### src/rtl/wb_pkg.sv
// Shared Wishbone definitions: initiator FSM states, default bus widths,
// a packed command record and a byte-lane merge helper for responders.
package wb_pkg;

    localparam int WB_ADR_W   = 32;
    localparam int WB_DAT_W   = 32;
    localparam int WB_SEL_W   = WB_DAT_W / 8;
    localparam int WB_TIMEOUT = 255;
    localparam int WB_CNT_W   = 16;

    typedef enum logic [1:0] {
        ST_IDLE = 2'd0,
        ST_BUS  = 2'd1,
        ST_RESP = 2'd2
    } wb_state_t;

    typedef struct packed {
        logic                we;
        logic [WB_ADR_W-1:0] adr;
        logic [WB_DAT_W-1:0] dat;
        logic [WB_SEL_W-1:0] sel;
    } wb_cmd_t;

    // Apply a write to a stored word honouring the byte enables.
    function automatic logic [WB_DAT_W-1:0] wb_merge(
        input logic [WB_DAT_W-1:0] old_word,
        input logic [WB_DAT_W-1:0] new_word,
        input logic [WB_SEL_W-1:0] sel
    );
        logic [WB_DAT_W-1:0] merged;
        merged = old_word;
        for (int b = 0; b < WB_SEL_W; b++) begin
            if (sel[b]) begin
                merged[8*b +: 8] = new_word[8*b +: 8];
            end
        end
        return merged;
    endfunction

endpackage

### src/rtl/wb_timeout.sv
// Bus-cycle watchdog: counts enabled cycles since the last clear and flags
// when LIMIT cycles have elapsed. LIMIT = 0 means it never expires.
module wb_timeout #(
    parameter int LIMIT = 255
) (
    input  logic clk,
    input  logic i_rst_n,
    input  logic i_clr,
    input  logic i_en,
    output logic o_expired
);

    generate
        if (LIMIT == 0) begin : g_off
            logic w_unused;
            assign w_unused  = ^{clk, i_rst_n, i_clr, i_en};
            assign o_expired = 1'b0;
        end else begin : g_on
            localparam int W = (LIMIT < 2) ? 1 : $clog2(LIMIT);
            localparam logic [W-1:0] LAST = W'(LIMIT - 1);

            logic [W-1:0] r_count;

            // Saturates so a stalled enable can never wrap back below LAST.
            always_ff @(posedge clk or negedge i_rst_n) begin
                if (!i_rst_n) begin
                    r_count <= '0;
                end else if (i_clr) begin
                    r_count <= '0;
                end else if (i_en && (r_count != {W{1'b1}})) begin
                    r_count <= r_count + 1'b1;
                end
            end

            assign o_expired = (r_count == LAST);
        end
    endgenerate

endmodule

### src/rtl/wb_initiator.sv
// Single-outstanding Wishbone classic initiator: turns a valid/ready command
// stream into bus cycles and returns read data or a timeout error.
module wb_initiator
    import wb_pkg::*;
#(
    parameter int ADR_W          = WB_ADR_W,
    parameter int DAT_W          = WB_DAT_W,
    parameter int TIMEOUT_CYCLES = WB_TIMEOUT,
    parameter int CNT_W          = WB_CNT_W
) (
    input  logic               clk,
    input  logic               reset_n,

    input  logic               cmd_valid,
    output logic               cmd_ready,
    input  logic               cmd_we,
    input  logic [ADR_W-1:0]   cmd_adr,
    input  logic [DAT_W-1:0]   cmd_dat,
    input  logic [DAT_W/8-1:0] cmd_sel,

    output logic               rsp_valid,
    input  logic               rsp_ready,
    output logic [DAT_W-1:0]   rsp_dat,
    output logic               rsp_err,

    output logic               wbm_cyc_o,
    output logic               wbm_stb_o,
    output logic               wbm_we_o,
    output logic [DAT_W/8-1:0] wbm_sel_o,
    output logic [ADR_W-1:0]   wbm_adr_o,
    output logic [DAT_W-1:0]   wbm_dat_o,
    input  logic               wbm_ack_i,
    input  logic [DAT_W-1:0]   wbm_dat_i,

    output logic               busy,
    output logic [CNT_W-1:0]   txn_count
);

    localparam int SEL_W = DAT_W / 8;

    wb_state_t          r_state;
    wb_state_t          w_state_next;
    logic               r_cyc;
    logic               w_cyc_next;
    logic               r_we;
    logic               w_we_next;
    logic [ADR_W-1:0]   r_adr;
    logic [ADR_W-1:0]   w_adr_next;
    logic [DAT_W-1:0]   r_dat;
    logic [DAT_W-1:0]   w_dat_next;
    logic [SEL_W-1:0]   r_sel;
    logic [SEL_W-1:0]   w_sel_next;
    logic               r_rsp_valid;
    logic               w_rsp_valid_next;
    logic [DAT_W-1:0]   r_rsp_dat;
    logic [DAT_W-1:0]   w_rsp_dat_next;
    logic               r_rsp_err;
    logic               w_rsp_err_next;
    logic [CNT_W-1:0]   r_txn_count;
    logic [CNT_W-1:0]   w_txn_count_next;

    logic               w_tmo_clr;
    logic               w_tmo_en;
    logic               w_tmo_expired;

    wb_timeout #(
        .LIMIT (TIMEOUT_CYCLES)
    ) u_timeout (
        .clk       (clk),
        .i_rst_n   (reset_n),
        .i_clr     (w_tmo_clr),
        .i_en      (w_tmo_en),
        .o_expired (w_tmo_expired)
    );

    always_ff @(posedge clk or negedge reset_n) begin
        if (!reset_n) begin
            r_state     <= ST_IDLE;
            r_cyc       <= 1'b0;
            r_we        <= 1'b0;
            r_adr       <= '0;
            r_dat       <= '0;
            r_sel       <= '0;
            r_rsp_valid <= 1'b0;
            r_rsp_dat   <= '0;
            r_rsp_err   <= 1'b0;
            r_txn_count <= '0;
        end else begin
            r_state     <= w_state_next;
            r_cyc       <= w_cyc_next;
            r_we        <= w_we_next;
            r_adr       <= w_adr_next;
            r_dat       <= w_dat_next;
            r_sel       <= w_sel_next;
            r_rsp_valid <= w_rsp_valid_next;
            r_rsp_dat   <= w_rsp_dat_next;
            r_rsp_err   <= w_rsp_err_next;
            r_txn_count <= w_txn_count_next;
        end
    end

    always_comb begin
        w_state_next     = r_state;
        w_cyc_next       = r_cyc;
        w_we_next        = r_we;
        w_adr_next       = r_adr;
        w_dat_next       = r_dat;
        w_sel_next       = r_sel;
        w_rsp_valid_next = r_rsp_valid;
        w_rsp_dat_next   = r_rsp_dat;
        w_rsp_err_next   = r_rsp_err;
        w_txn_count_next = r_txn_count;
        w_tmo_clr        = 1'b0;
        w_tmo_en         = 1'b0;

        case (r_state)
            ST_IDLE: begin
                if (cmd_valid && cmd_ready) begin
                    w_we_next    = cmd_we;
                    w_adr_next   = cmd_adr;
                    w_dat_next   = cmd_dat;
                    w_sel_next   = cmd_sel;
                    w_cyc_next   = 1'b1;
                    w_tmo_clr    = 1'b1;
                    w_state_next = ST_BUS;
                end
            end

            ST_BUS: begin
                w_tmo_en = 1'b1;
                // ACK is checked first so a late ACK on the final cycle still succeeds.
                if (wbm_ack_i) begin
                    w_cyc_next       = 1'b0;
                    w_rsp_dat_next   = r_we ? '0 : wbm_dat_i;
                    w_rsp_err_next   = 1'b0;
                    w_rsp_valid_next = 1'b1;
                    w_txn_count_next = r_txn_count + 1'b1;
                    w_state_next     = ST_RESP;
                end else if (w_tmo_expired) begin
                    w_cyc_next       = 1'b0;
                    w_rsp_dat_next   = '0;
                    w_rsp_err_next   = 1'b1;
                    w_rsp_valid_next = 1'b1;
                    w_txn_count_next = r_txn_count + 1'b1;
                    w_state_next     = ST_RESP;
                end
            end

            ST_RESP: begin
                if (rsp_ready) begin
                    w_rsp_valid_next = 1'b0;
                    w_state_next     = ST_IDLE;
                end
            end

            default: begin
                w_cyc_next       = 1'b0;
                w_rsp_valid_next = 1'b0;
                w_state_next     = ST_IDLE;
            end
        endcase
    end

    // Gated by reset_n so cmd_ready reads 0 while reset is held.
    assign cmd_ready = reset_n && (r_state == ST_IDLE);
    assign busy      = (r_state != ST_IDLE);

    assign rsp_valid = r_rsp_valid;
    assign rsp_dat   = r_rsp_dat;
    assign rsp_err   = r_rsp_err;
    assign wbm_cyc_o = r_cyc;
    assign wbm_stb_o = r_cyc;
    assign wbm_we_o  = r_we;
    assign wbm_sel_o = r_sel;
    assign wbm_adr_o = r_adr;
    assign wbm_dat_o = r_dat;
    assign txn_count = r_txn_count;

endmodule

### config.mk
export PLATFORM = sky130hd
export DESIGN_NAME = wb_initiator
export DESIGN_NICKNAME = d
export VERILOG_FILES = /design/src/rtl/wb_pkg.sv /design/src/rtl/wb_timeout.sv /design/src/rtl/wb_initiator.sv
export SDC_FILE = /design/constraint.sdc
export NUM_CORES = 1
export LEC_CHECK = 0
export ABC_AREA = 1
export ABC_CLOCK_PERIOD_IN_PS = 3970
export CAP_MARGIN = 20
export CORE_UTILIZATION = 46
export DETAILED_ROUTE_END_ITERATION = 10
export PLACE_DENSITY = 0.95
export SKIP_CTS_REPAIR_TIMING = 1
export SLEW_MARGIN = 20
export SYNTH_ARGS = -nofsm -noshare
export SYNTH_HDL_FRONTEND = slang
export SYNTH_SLANG_ARGS = --single-unit
export TNS_END_PERCENT = 10
### constraint.sdc
create_clock -name clk -period 3.97 [get_ports clk]
set_input_delay 0.794 -clock clk [delete_from_list [all_inputs] [get_ports clk]]
set_output_delay 0.794 -clock clk [all_outputs]
set_load 0.1 [all_outputs]
# [Yosys cells after proc, flatten, opt, wreduce, memory -nomap -nowiden]
# Index checks and enable logic that the tools add are counted.
[totals] register_bits=130 inputBits=106 out_inout_bits=123 word_cells=58
[op_classes] addsub=2 n_mux=24 n_bitwise=2 eq_ne=7 n_reduce_logical=12
[op_table] operator="$mux 32" count=3
[op_table] operator="$mux 16" count=2
[op_table] operator="$add 16x1->16 const B" count=1
[op_table] operator="$mux 8" count=2
[op_table] operator="$mux 1" count=10
[op_table] operator="$reduce_and 3->1" count=3
[op_table] operator="$add 8x1->8 const B" count=1
[op_table] operator="$eq 8x8->1 const B" count=1
[op_table] operator="$mux 2" count=4
[op_table] operator="$ne 8x8->1 const B" count=1
[op_table] operator="$pmux 1 s3" count=2
[op_table] operator="$pmux 2 s3" count=1
[op_table] operator="$reduce_bool 2->1" count=3
[op_table] operator="$ne 2x2->1 const B" count=2
[op_table] operator="$reduce_and 2->1" count=2
[op_table] operator="$logic_and 1x1->1" count=3
[op_table] operator="$ne 3x2->1 const B" count=1
[op_table] operator="$eq 2x1->1 const B" count=1
[op_table] operator="$eq 2x2->1 const B" count=1
[op_table] operator="$logic_not 2->1" count=1
[op_table] operator="$not 1->1" count=2

# [Depth between registers and ports, before layout]
# Gate-level depths: netlist of run 1.
[logic_depth] word_depth=6 ltp_mapped=11 ltp_nobuf=9

# [Modules after synthesis]
# Synthesis of run 1 repeated with hierarchy kept, for this count alone.
[unflattened] cells_unflattened=650 area_unflattened_um2=5537.8
[by_module_without_submodules] module="wb_initiator" seq_area_each_um2=3052.9 area_per_inst_um2=5009.8 cells_per_inst=575 n_inst=1
[by_module_without_submodules] module="wb_timeout" seq_area_each_um2=200.2 area_per_inst_um2=528.0 cells_per_inst=75 n_inst=1

# [Worst setup path after synthesis of run 1]
# Ideal clock, no wire load.
[synth_timing] path_type="register to register" from="register r_state[0]" to="register r_adr[10] (netlist: wbm_adr_o[10])" t_required_ns=3.850 setup_ns=0.120 synth_period_minus_slack_ns=2.913 t_arrival_ns=2.793 path_slack_ns=1.057 stages_incl_launch_ff=9 path_buffers=2 cell_sequence="dfrtp_1 inv_2 nand2_1 nor2_2 nand2_2 buf_2 buf_4 nand2_1 nand2_1"
[synth_between] elab_chain_cells=4
[synth_lines] element="start: declaration" line_no="wb_initiator.sv:41" text="wb_state_t r_state;"
[synth_lines] element="start signal: assignment" line_no="wb_initiator.sv:89" text="r_state <= w_state_next;"
[synth_lines] element="$logic_not 2->1" line_no="wb_initiator.sv:165" text="assign cmd_ready = reset_n && (r_state == ST_IDLE);"
[synth_lines] element="$logic_and 1x1->1" line_no="wb_initiator.sv:165"
[synth_lines] element="named net cmd_ready" line_no="wb_initiator.sv:15" text="output logic cmd_ready,"
[synth_lines] element="$logic_and 1x1->1" line_no="wb_initiator.sv:118" text="if (cmd_valid && cmd_ready) begin"
[synth_lines] element="$reduce_and 2->1 (no line)"
[synth_lines] element="end signal: assignment" line_no="wb_initiator.sv:92" text="r_adr <= w_adr_next;"
[synth_lines] element="end: declaration" line_no="wb_initiator.sv:47" text="logic [ADR_W-1:0] r_adr;"
# The timed path passes the listed nets, and every way through them passes these cells.
# A chain may end at the register's enable or synchronous reset.

# [Final worst setup path of run 1]
[layout_timing] from="register r_state[0]" to="output port busy"
[layout_between] elab_chain_cells=1
[layout_lines] element="$reduce_bool 2->1" line_no="wb_initiator.sv:166" text="assign busy = (r_state != ST_IDLE);"
[layout_lines] element="end: declaration" line_no="wb_initiator.sv:35" text="output logic busy,"
# Every way passes these cells.

==> flow_summary.html, run 1 <==
<table>
<tr><th>Metric</th><th>Value</th></tr>
<tr><th colspan="2">Worst setup path</th></tr>
<tr><td>CP max FO</td><td>3</td></tr>
<tr><td>Data arrival, critical path</td><td>2180 ps</td></tr>
<tr><td>Start point of the critical path</td><td>r_state[0]</td></tr>
<tr><td>Critical path class</td><td>reg2out</td></tr>
<tr><td>Type of element capturing the critical path</td><td>output port</td></tr>
<tr><td>Required time of the critical path</td><td>3180 ps</td></tr>
<tr><td>Kind of start point of the critical path</td><td>register</td></tr>
<tr><td>RR Startpoint</td><td>r_state[0]</td></tr>
<tr><th colspan="2">Pwr</th></tr>
<tr><td>Cell leakage power</td><td>around 4.0 nW</td></tr>
<tr><td>Psw</td><td>4.29 mW</td></tr>
<tr><td>Internal power component</td><td>around 3.7 mW</td></tr>
<tr><td>Combinational group share of total power</td><td>55.2%</td></tr>
<tr><td>Pwr Total</td><td>roughly 8 mW</td></tr>
<tr><td>Seq pwr share</td><td>around a quarter</td></tr>
<tr><td>Power per Cell Area</td><td>940 nW/µm²</td></tr>
<tr><td>Max VDD drop</td><td>roughly 730 µV</td></tr>
<tr><td>Switching power as a share of total power</td><td>a little over half</td></tr>
<tr><td>Clock network fraction of total power</td><td>between 10% and 20%</td></tr>
<tr><th colspan="2">Floorplan</th></tr>
<tr><td>Die boundary width</td><td>112 µm</td></tr>
<tr><td>Die Outline Area</td><td>12,500 µm²</td></tr>
<tr><td>I/O pins</td><td>229</td></tr>
<tr><td>Floorplan row count</td><td>39</td></tr>
<tr><td>Vertical die dimension</td><td>112 µm</td></tr>
<tr><td>Initial Utilization</td><td>47.9%</td></tr>
<tr><td>Placeable core area</td><td>11,600 µm²</td></tr>
<tr><th colspan="2">Clocking</th></tr>
<tr><td># clock sinks</td><td>130</td></tr>
<tr><td># H-tree levels</td><td>4</td></tr>
<tr><td>Clock tree root driver cell</td><td>clkbuf_16</td></tr>
<tr><td>Source-to-sink clock delay at the later pin of the worst-skew pair</td><td>410 ps</td></tr>
<tr><td>Clk buf depth</td><td>2</td></tr>
<tr><td>Clock tree from TritonCTS</td><td>yes</td></tr>
<tr><td>Clock slew at reported path FFs</td><td>60 ps</td></tr>
<tr><td>Number of buffers inserted during clock tree synthesis</td><td>17</td></tr>
<tr><th colspan="2">Finish</th></tr>
<tr><td>Synthesis-to-finish area growth</td><td>53.0%</td></tr>
<tr><td>Fraction of layout instances using a drive strength above 1</td><td>6.45%</td></tr>
<tr><td>Final antenna diode count</td><td>0</td></tr>
<tr><td>Fin nets</td><td>995</td></tr>
<tr><td>Multi-input logic area</td><td>2030 µm²</td></tr>
<tr><td>Register area</td><td>roughly 3300 µm²</td></tr>
<tr><td>Number of fill cells in the layout</td><td>roughly 780</td></tr>
<tr><th colspan="2">Logic synthesis</th></tr>
<tr><td>Cells after Synth</td><td>662</td></tr>
<tr><td>Netlist Area Pre-Place</td><td>5540 µm²</td></tr>
<tr><td>Synth Net Count</td><td>771</td></tr>
<tr><td>Sequential area share after synthesis</td><td>58.7%</td></tr>
<tr><td>Post-synth cell types</td><td>21</td></tr>
<tr><td>Total number of yosys warnings</td><td>0</td></tr>
<tr><td>Number of flip-flops and latches in the synthesized netlist</td><td>130</td></tr>
<tr><td>Syn avg cell area</td><td>8.37 µm²</td></tr>
<tr><th colspan="2">Placement</th></tr>
<tr><td>Detail Placement HPWL</td><td>10.7 mm</td></tr>
<tr><td>Number of port buffers</td><td>228</td></tr>
<tr><td>Routability cong.</td><td>0.784</td></tr>
<tr><th colspan="2">Outcome</th></tr>
<tr><td>Status</td><td>complete, but fails checks</td></tr>
<tr><td>Violations in the final reports</td><td>DRC</td></tr>
<tr><th colspan="2">Global route</th></tr>
<tr><td>Global routing usage summed across all routing layers</td><td>approximately a quarter</td></tr>
<tr><td>Number of global-route vias before repair</td><td>5,153</td></tr>
<tr><td>Pin count of the biggest net entering global routing</td><td>87</td></tr>
<tr><td>Congestion Overflow GR</td><td>0</td></tr>
<tr><td>Global-route wire length before repair</td><td>25.4 mm</td></tr>
<tr><td>Initial antenna violation count</td><td>0</td></tr>
<tr><th colspan="2">Timing</th></tr>
<tr><td>Setup repair after global routing missed its margin</td><td>no</td></tr>
<tr><td>Max Slew Vio Count</td><td>0</td></tr>
<tr><td>Worst Max-Slew Pin Slew</td><td>1050 ps</td></tr>
<tr><td>Slew headroom</td><td>29.8%</td></tr>
<tr><td>Maximum operating frequency</td><td>roughly 340 MHz</td></tr>
<tr><td>Total Negative Setup Slacks</td><td>0 ps</td></tr>
<tr><td>Number of endpoints failing setup at the final stage</td><td>0</td></tr>
<tr><td>Hold violation count in the final report</td><td>0</td></tr>
<tr><td>Period utilisation layout</td><td>74.9%</td></tr>
<tr><td>Shortest clock period the worst path allows after layout</td><td>2970 ps</td></tr>
<tr><td>Worst clock skew on the final layout</td><td>roughly 7.5 ps</td></tr>
<tr><th colspan="2">Routing</th></tr>
<tr><td>Vias after detailed routing</td><td>a little over 5k</td></tr>
<tr><td>Total Wirelength</td><td>15.4 mm</td></tr>
<tr><td>Post-detailed-route wirelength per cell</td><td>14.8 µm</td></tr>
<tr><td>Number of nets with antenna violations after routing</td><td>0</td></tr>
<tr><td>Initial DRC Count</td><td>between 300 and 400</td></tr>
<tr><td>Number of design rule violations left after detail routing</td><td>17</td></tr>
<tr><td>First-pass iteration count of the detailed router</td><td>7</td></tr>
<tr><td>Vias per std cell</td><td>about 5</td></tr>
<tr><th colspan="2">Hold path</th></tr>
<tr><td>Hold Crit Class</td><td>in2async</td></tr>
<tr><th colspan="2">Flow run</th></tr>
<tr><td>Max-capacitance violation count</td><td>0</td></tr>
</table>
-- power groups by stage --
| stage | registers [mW] | logic (mW) | clock network [mW] |
|---|---|---|---|
| floorplan | 4.70 | 0.587 | 0 |
| global placement | 1.98 | 4.34 | 0 |
| detailed placement | 2.00 | 4.40 | 0 |
| CTS | 1.99 | 4.42 | 1.60 |
| global route | 2.04 | 4.55 | 1.66 |
| finish | 2.00 | 4.40 | 1.58 |
-- sequential cells by signal, indices dropped and copies added (netlist names) --
register	count
wbm_adr_o	32
wbm_dat_o	32
r_state	2
u_timeout.g_on.r_count	8
wbm_sel_o	4
rsp_valid	1
wbm_we_o	1
rsp_dat	32
wbm_cyc_o	1
rsp_err	1
txn_count	16
-- cell usage after synthesis (all sizes together) --
master	instances	area [µm²]
nand2	376	1450
dfrtp	130	3250
o21ai	39	195
nor2	28	115
inv	22	82.6
buf	21	151
nand3	14	70.1
xnor2	9	78.8
clkbuf	8	30.0
nand4	6	37.5
ha	3	37.5
nand3b	3	22.5
a21oi	1	5.00
or2	1	6.26
xor2	1	8.76
-- layer usage --
| layer | vias to the layer above | GRT usage, % | share of wire, % |
|---|---|---|---|
| li1 | 2484 | - | - |
| met1 | 2435 | 30.4 | 39 |
| met2 | 208 | 45.1 | 51 |
| met3 | 21 | 8.82 | 8.6 |
| met4 | 0 | 9.01 | 1.5 |
| met5 | - | 0 | 0 |
-- path summary, 6_finish.rpt --
| check | to | slack [ps] | cells after the start |
|---|---|---|---|
| hold / removal | txn_count[9] | 260 | 1 |
| min in group clk | wbm_dat_o[18] | 470 | 2 |
| max in group asynchronous | wbm_dat_o[26] | 2700 | 2 |
| setup reg to reg | u_timeout.g_on.r_count[3] | 1970 | 9 |
| setup / recovery | busy | 1000 | 3 |
| hold reg to reg | wbm_dat_o[18] | 470 | 2 |
-- area by class of cell --
cell class              instances  share of cell area, %
flip-flops and latches        130                   38.4
repair buffers                234                   27.6
multi-input cells             481                   23.9
clock buffers                  23                   5.52
well taps                     143                   2.11
clock inverters                 9                   1.54
inverters                      22                  0.974
-- critical path, stage by stage (launching register included) --
cell             delay, ps
dfrtp_1                380
inv_2                   60
nand2_1                150
clkdlybuf4s50_1       1170
-- cells by family after synthesis --
logic type,after synthesis,share of synthesized area [%]
flops,130,58.7
fa+ha+maj,3,0.678
buf+inv,51,4.77
simple gates,428,30.6
xor+xnor,10,1.58
compound gates,40,3.61
-- through the flow --
stage,worst slack (ps),std cells,area [µm²],utilization (%),hold slack [ps]
after global routing,949,1042,8480,73.3,277
after detailed placement,1360,1010,7880,68.1,464
final,996,1042,8480,73.3,265
after global placement,1340,1010,7880,68.1,460
after CTS,994,1042,8480,73.3,261
after floorplan,1060,662,5540,-,493
-- cell usage in the layout (no fill, tap or decap), drive strengths merged, types with 3 or more instances in the layout --
cell type / count
nand3b: 3
nand3: 14
inv: 22
clkdlybuf4s50: 226
o21ai: 39
clkbuf: 23
ha: 3
buf: 8
nor2: 28
clkinv: 5
bufinv: 3
xnor2: 9
nand2: 376
nand4: 6
dfrtp: 130
Power figures use the tool's default switching activity.
==> inputs of run 2 (changes only) <==
- ABC_CLOCK_PERIOD_IN_PS: 3970 -> 2700
- CORE_UTILIZATION: 46 -> 39
- PLACE_DENSITY: 0.95 -> 0.87
- clock period: 3.97 -> 2.7 ns (I/O delays scaled with it)
==> flow_summary.html, run 2 (same netlist as run 1, synthesis figures left out) <==
<table>
<tr><th>Metric</th><th>Value</th></tr>
<tr><th colspan="2">Outcome</th></tr>
<tr><td>Status</td><td>finished, final reports clean</td></tr>
<tr><th colspan="2">Global route</th></tr>
<tr><td>Congestion Overflow GR</td><td>0 (unchanged)</td></tr>
<tr><td>GRT met1 Usage</td><td>25.7% (-4.7 points)</td></tr>
<tr><td>Pin count of the biggest net entering global routing</td><td>131 (+51%)</td></tr>
<tr><td>Met3 usage in global routing</td><td>7.28% (-1.5 points)</td></tr>
<tr><td>Number of global-route vias before repair</td><td>4,834 (-6.2%)</td></tr>
<tr><td>Global routing usage summed across all routing layers</td><td>20.7% (-5.5 points)</td></tr>
<tr><td>Global-route wire length before repair</td><td>23.5 mm (-7.6%)</td></tr>
<tr><td>Initial antenna violation count</td><td>0 (unchanged)</td></tr>
<tr><td>Most used routing layer</td><td>met2</td></tr>
<tr><td>M2 GR Usage</td><td>32.8% (-12 points)</td></tr>
<tr><th colspan="2">Worst setup path</th></tr>
<tr><td>Worst path slowest cell</td><td>dfrtp_1</td></tr>
<tr><td>Kind of start point of the critical path</td><td>register</td></tr>
<tr><td>Worst-path cell chain</td><td>inv_2, nand2_1, nor2_4, buf_12</td></tr>
<tr><td>Delay contributed by the slowest stage of the critical path</td><td>390 ps (-780 ps)</td></tr>
<tr><td>Required time of the critical path</td><td>2160 ps (-1020 ps)</td></tr>
<tr><td>Data arrival, critical path</td><td>1440 ps (-740 ps)</td></tr>
<tr><td>CP max FO</td><td>3 (unchanged)</td></tr>
<tr><td>Critical path class</td><td>reg2out</td></tr>
<tr><td>Type of element capturing the critical path</td><td>output port</td></tr>
<tr><th colspan="2">Flow run</th></tr>
<tr><td>Max-capacitance violation count</td><td>0 (unchanged)</td></tr>
<tr><th colspan="2">Hold path</th></tr>
<tr><td>Hold Crit Class</td><td>in2async</td></tr>
<tr><th colspan="2">Routing</th></tr>
<tr><td>Post-detailed-route wirelength per cell</td><td>13.2 µm (-10%)</td></tr>
<tr><td>Number of nets with antenna violations after routing</td><td>0 (unchanged)</td></tr>
<tr><td>Vias after detailed routing</td><td>5,013 (-2.6%)</td></tr>
<tr><td>Vias per std cell</td><td>4.64 (-6.1%)</td></tr>
<tr><td>Number of design rule violations left after detail routing</td><td>0 (-17)</td></tr>
<tr><td>First-pass iteration count of the detailed router</td><td>4 (-3)</td></tr>
<tr><td>Total Wirelength</td><td>14.3 mm (-7.1%)</td></tr>
<tr><td>Initial DRC Count</td><td>357 (+2.0%)</td></tr>
<tr><th colspan="2">Timing</th></tr>
<tr><td>Number of endpoints failing setup at the final stage</td><td>0 (unchanged)</td></tr>
<tr><td>Post-route setup slack</td><td>720 ps (-276 ps)</td></tr>
<tr><td>Slew headroom</td><td>52.9% (+23 points)</td></tr>
<tr><td>Worst clock skew on the final layout</td><td>7.79 ps (+0.251 ps)</td></tr>
<tr><td>Total Negative Setup Slacks</td><td>0 ps (unchanged)</td></tr>
<tr><td>Shortest clock period the worst path allows after layout</td><td>1980 ps</td></tr>
<tr><td>Period utilisation layout</td><td>73.3%</td></tr>
<tr><td>Worst Max-Slew Pin Slew</td><td>706 ps (-344 ps)</td></tr>
<tr><td>Setup repair after global routing missed its margin</td><td>no</td></tr>
<tr><td>WHS</td><td>199 ps (-66.0 ps)</td></tr>
<tr><td>Hold violation count in the final report</td><td>0 (unchanged)</td></tr>
<tr><td>Maximum operating frequency</td><td>505 MHz</td></tr>
<tr><td>Max Slew Vio Count</td><td>0 (unchanged)</td></tr>
<tr><th colspan="2">Finish</th></tr>
<tr><td>Fin nets</td><td>997 (+0.20%)</td></tr>
<tr><td>Number of fill cells in the layout</td><td>1,177 (+50%)</td></tr>
<tr><td>Final antenna diode count</td><td>0 (unchanged)</td></tr>
<tr><td>Register area</td><td>3250 µm² (unchanged)</td></tr>
<tr><td>Synthesis-to-finish area growth</td><td>49.5%</td></tr>
<tr><td>Most common library cell in the layout ignoring fill and taps</td><td>nand2_1</td></tr>
<tr><td>Fraction of layout instances using a drive strength above 1</td><td>20.6% (+14 points)</td></tr>
<tr><td>Multi-input logic area</td><td>2030 µm² (+0.25%)</td></tr>
<tr><td>Leading cell types in the layout, fill and taps excluded</td><td>nand2_1 (362), dfrtp_1 (130), buf_4 (127)</td></tr>
<tr><td>Number of cells in the finished layout apart from fillers</td><td>1,081 (+3.7%)</td></tr>
<tr><td>Post-route core utilization</td><td>59.7% (-14 points)</td></tr>
<tr><th colspan="2">Clocking</th></tr>
<tr><td>Clock tree root driver cell</td><td>clkbuf_16</td></tr>
<tr><td>Clock tree from TritonCTS</td><td>yes</td></tr>
<tr><td>Source-to-sink clock delay at the later pin of the worst-skew pair</td><td>410 ps (about the same)</td></tr>
<tr><td>Clk buf depth</td><td>2 (unchanged)</td></tr>
<tr><td># clock sinks</td><td>130 (unchanged)</td></tr>
<tr><td># H-tree levels</td><td>4 (unchanged)</td></tr>
<tr><td>Number of buffers inserted during clock tree synthesis</td><td>17 (unchanged)</td></tr>
<tr><td>Clock slew at reported path FFs</td><td>60 ps (about the same)</td></tr>
<tr><th colspan="2">Floorplan</th></tr>
<tr><td>Vertical die dimension</td><td>121 µm (+8.5%)</td></tr>
<tr><td>Placeable core area</td><td>13,900 µm² (+20%)</td></tr>
<tr><td>Initial Utilization</td><td>39.9% (-8.0 points)</td></tr>
<tr><td>I/O pins</td><td>229 (unchanged)</td></tr>
<tr><td>Die Outline Area</td><td>14,700 µm² (+18%)</td></tr>
<tr><td>Floorplan row count</td><td>43 (+10%)</td></tr>
<tr><td>Die boundary width</td><td>121 µm (+8.5%)</td></tr>
<tr><th colspan="2">Pwr</th></tr>
<tr><td>Cell leakage power</td><td>4.21 nW (+5.1%)</td></tr>
<tr><td>Max VDD drop</td><td>1060 µV (+44%)</td></tr>
<tr><td>Power per Cell Area</td><td>1390 nW/µm² (+48%)</td></tr>
<tr><th colspan="2">Placement</th></tr>
<tr><td>Detail Placement HPWL</td><td>9.99 mm (-6.2%)</td></tr>
<tr><td>Placement Setup Slack</td><td>608 ps (-753 ps)</td></tr>
<tr><td>Routability cong.</td><td>0.822 (+4.9%)</td></tr>
<tr><td>Number of port buffers</td><td>228 (unchanged)</td></tr>
<tr><td>Number of placed instances with taps included</td><td>1,049 (+3.9%)</td></tr>
</table>
[run 2: cell count changes in the layout (fill, tap and decap cells not counted), sizes merged]
cell	before	now
clkbuf	23	21
clkdlybuf4s50	226	104
clkinvlp	1	3
inv	22	23
bufinv	3	2
buf	8	132
[run 2: path summary, 6_finish.rpt]
check                                          startpoint             to  slack [ps]  depth (start not counted)
worst max-delay path                           r_state[0]      cmd_ready         720                          4
worst min-delay path                              reset_n     rsp_dat[1]         200                          2
worst max register to register  u_timeout.g_on.r_count[0]    rsp_dat[17]         890                         10
worst min register to register               wbm_sel_o[2]   wbm_sel_o[2]         480                          2
max in group asynchronous                         reset_n  wbm_adr_o[15]        1950                          2
min in group clk                             wbm_sel_o[2]   wbm_sel_o[2]         480                          2
[run 2: worst max-delay path: cells and delay by family, from the launching register on]
kind,cells,cell delay (ps)
DFF,1,390
and+or+nand+nor,2,360
buffers and inverters,2,280
[run 2: final cells by class]
type	count	share of cell area, %
multi-input cells	481	24.5
clock inverters	11	1.54
repair buffers	236	25.2
flip-flops and latches	130	39.3
well taps	180	2.72
inverters	22	0.997
clock buffers	21	5.80
[run 2: layer usage]
metal  part of all wire (%)  vias to the layer above  wire length (µm)
met2                     46                      209              6650
met3                    9.3                       17              1330
li1                       -                     2497                 -
met4                    1.5                        0               208
met5                      0                        -                 0
met1                     43                     2290              6110
[run 2: where the power goes]
| part | switching [mW] | total [mW] | internal [mW] | leakage (nW) |
|---|---|---|---|---|
| Clock | 0.856 | 2.32 | 1.46 | 0.292 |
| Sequential | 0.417 | 2.95 | 2.53 | 1.68 |
| Combinational | 5.04 | 6.24 | 1.20 | 2.24 |
[run 2: through the flow]
stage,power (mW),instance area [µm²]
floorplan,7.77,5550
CTS,11.6,8290
global route,12.0,8290
global placement,9.14,7680
finish,11.5,8290
detailed placement,9.22,7680
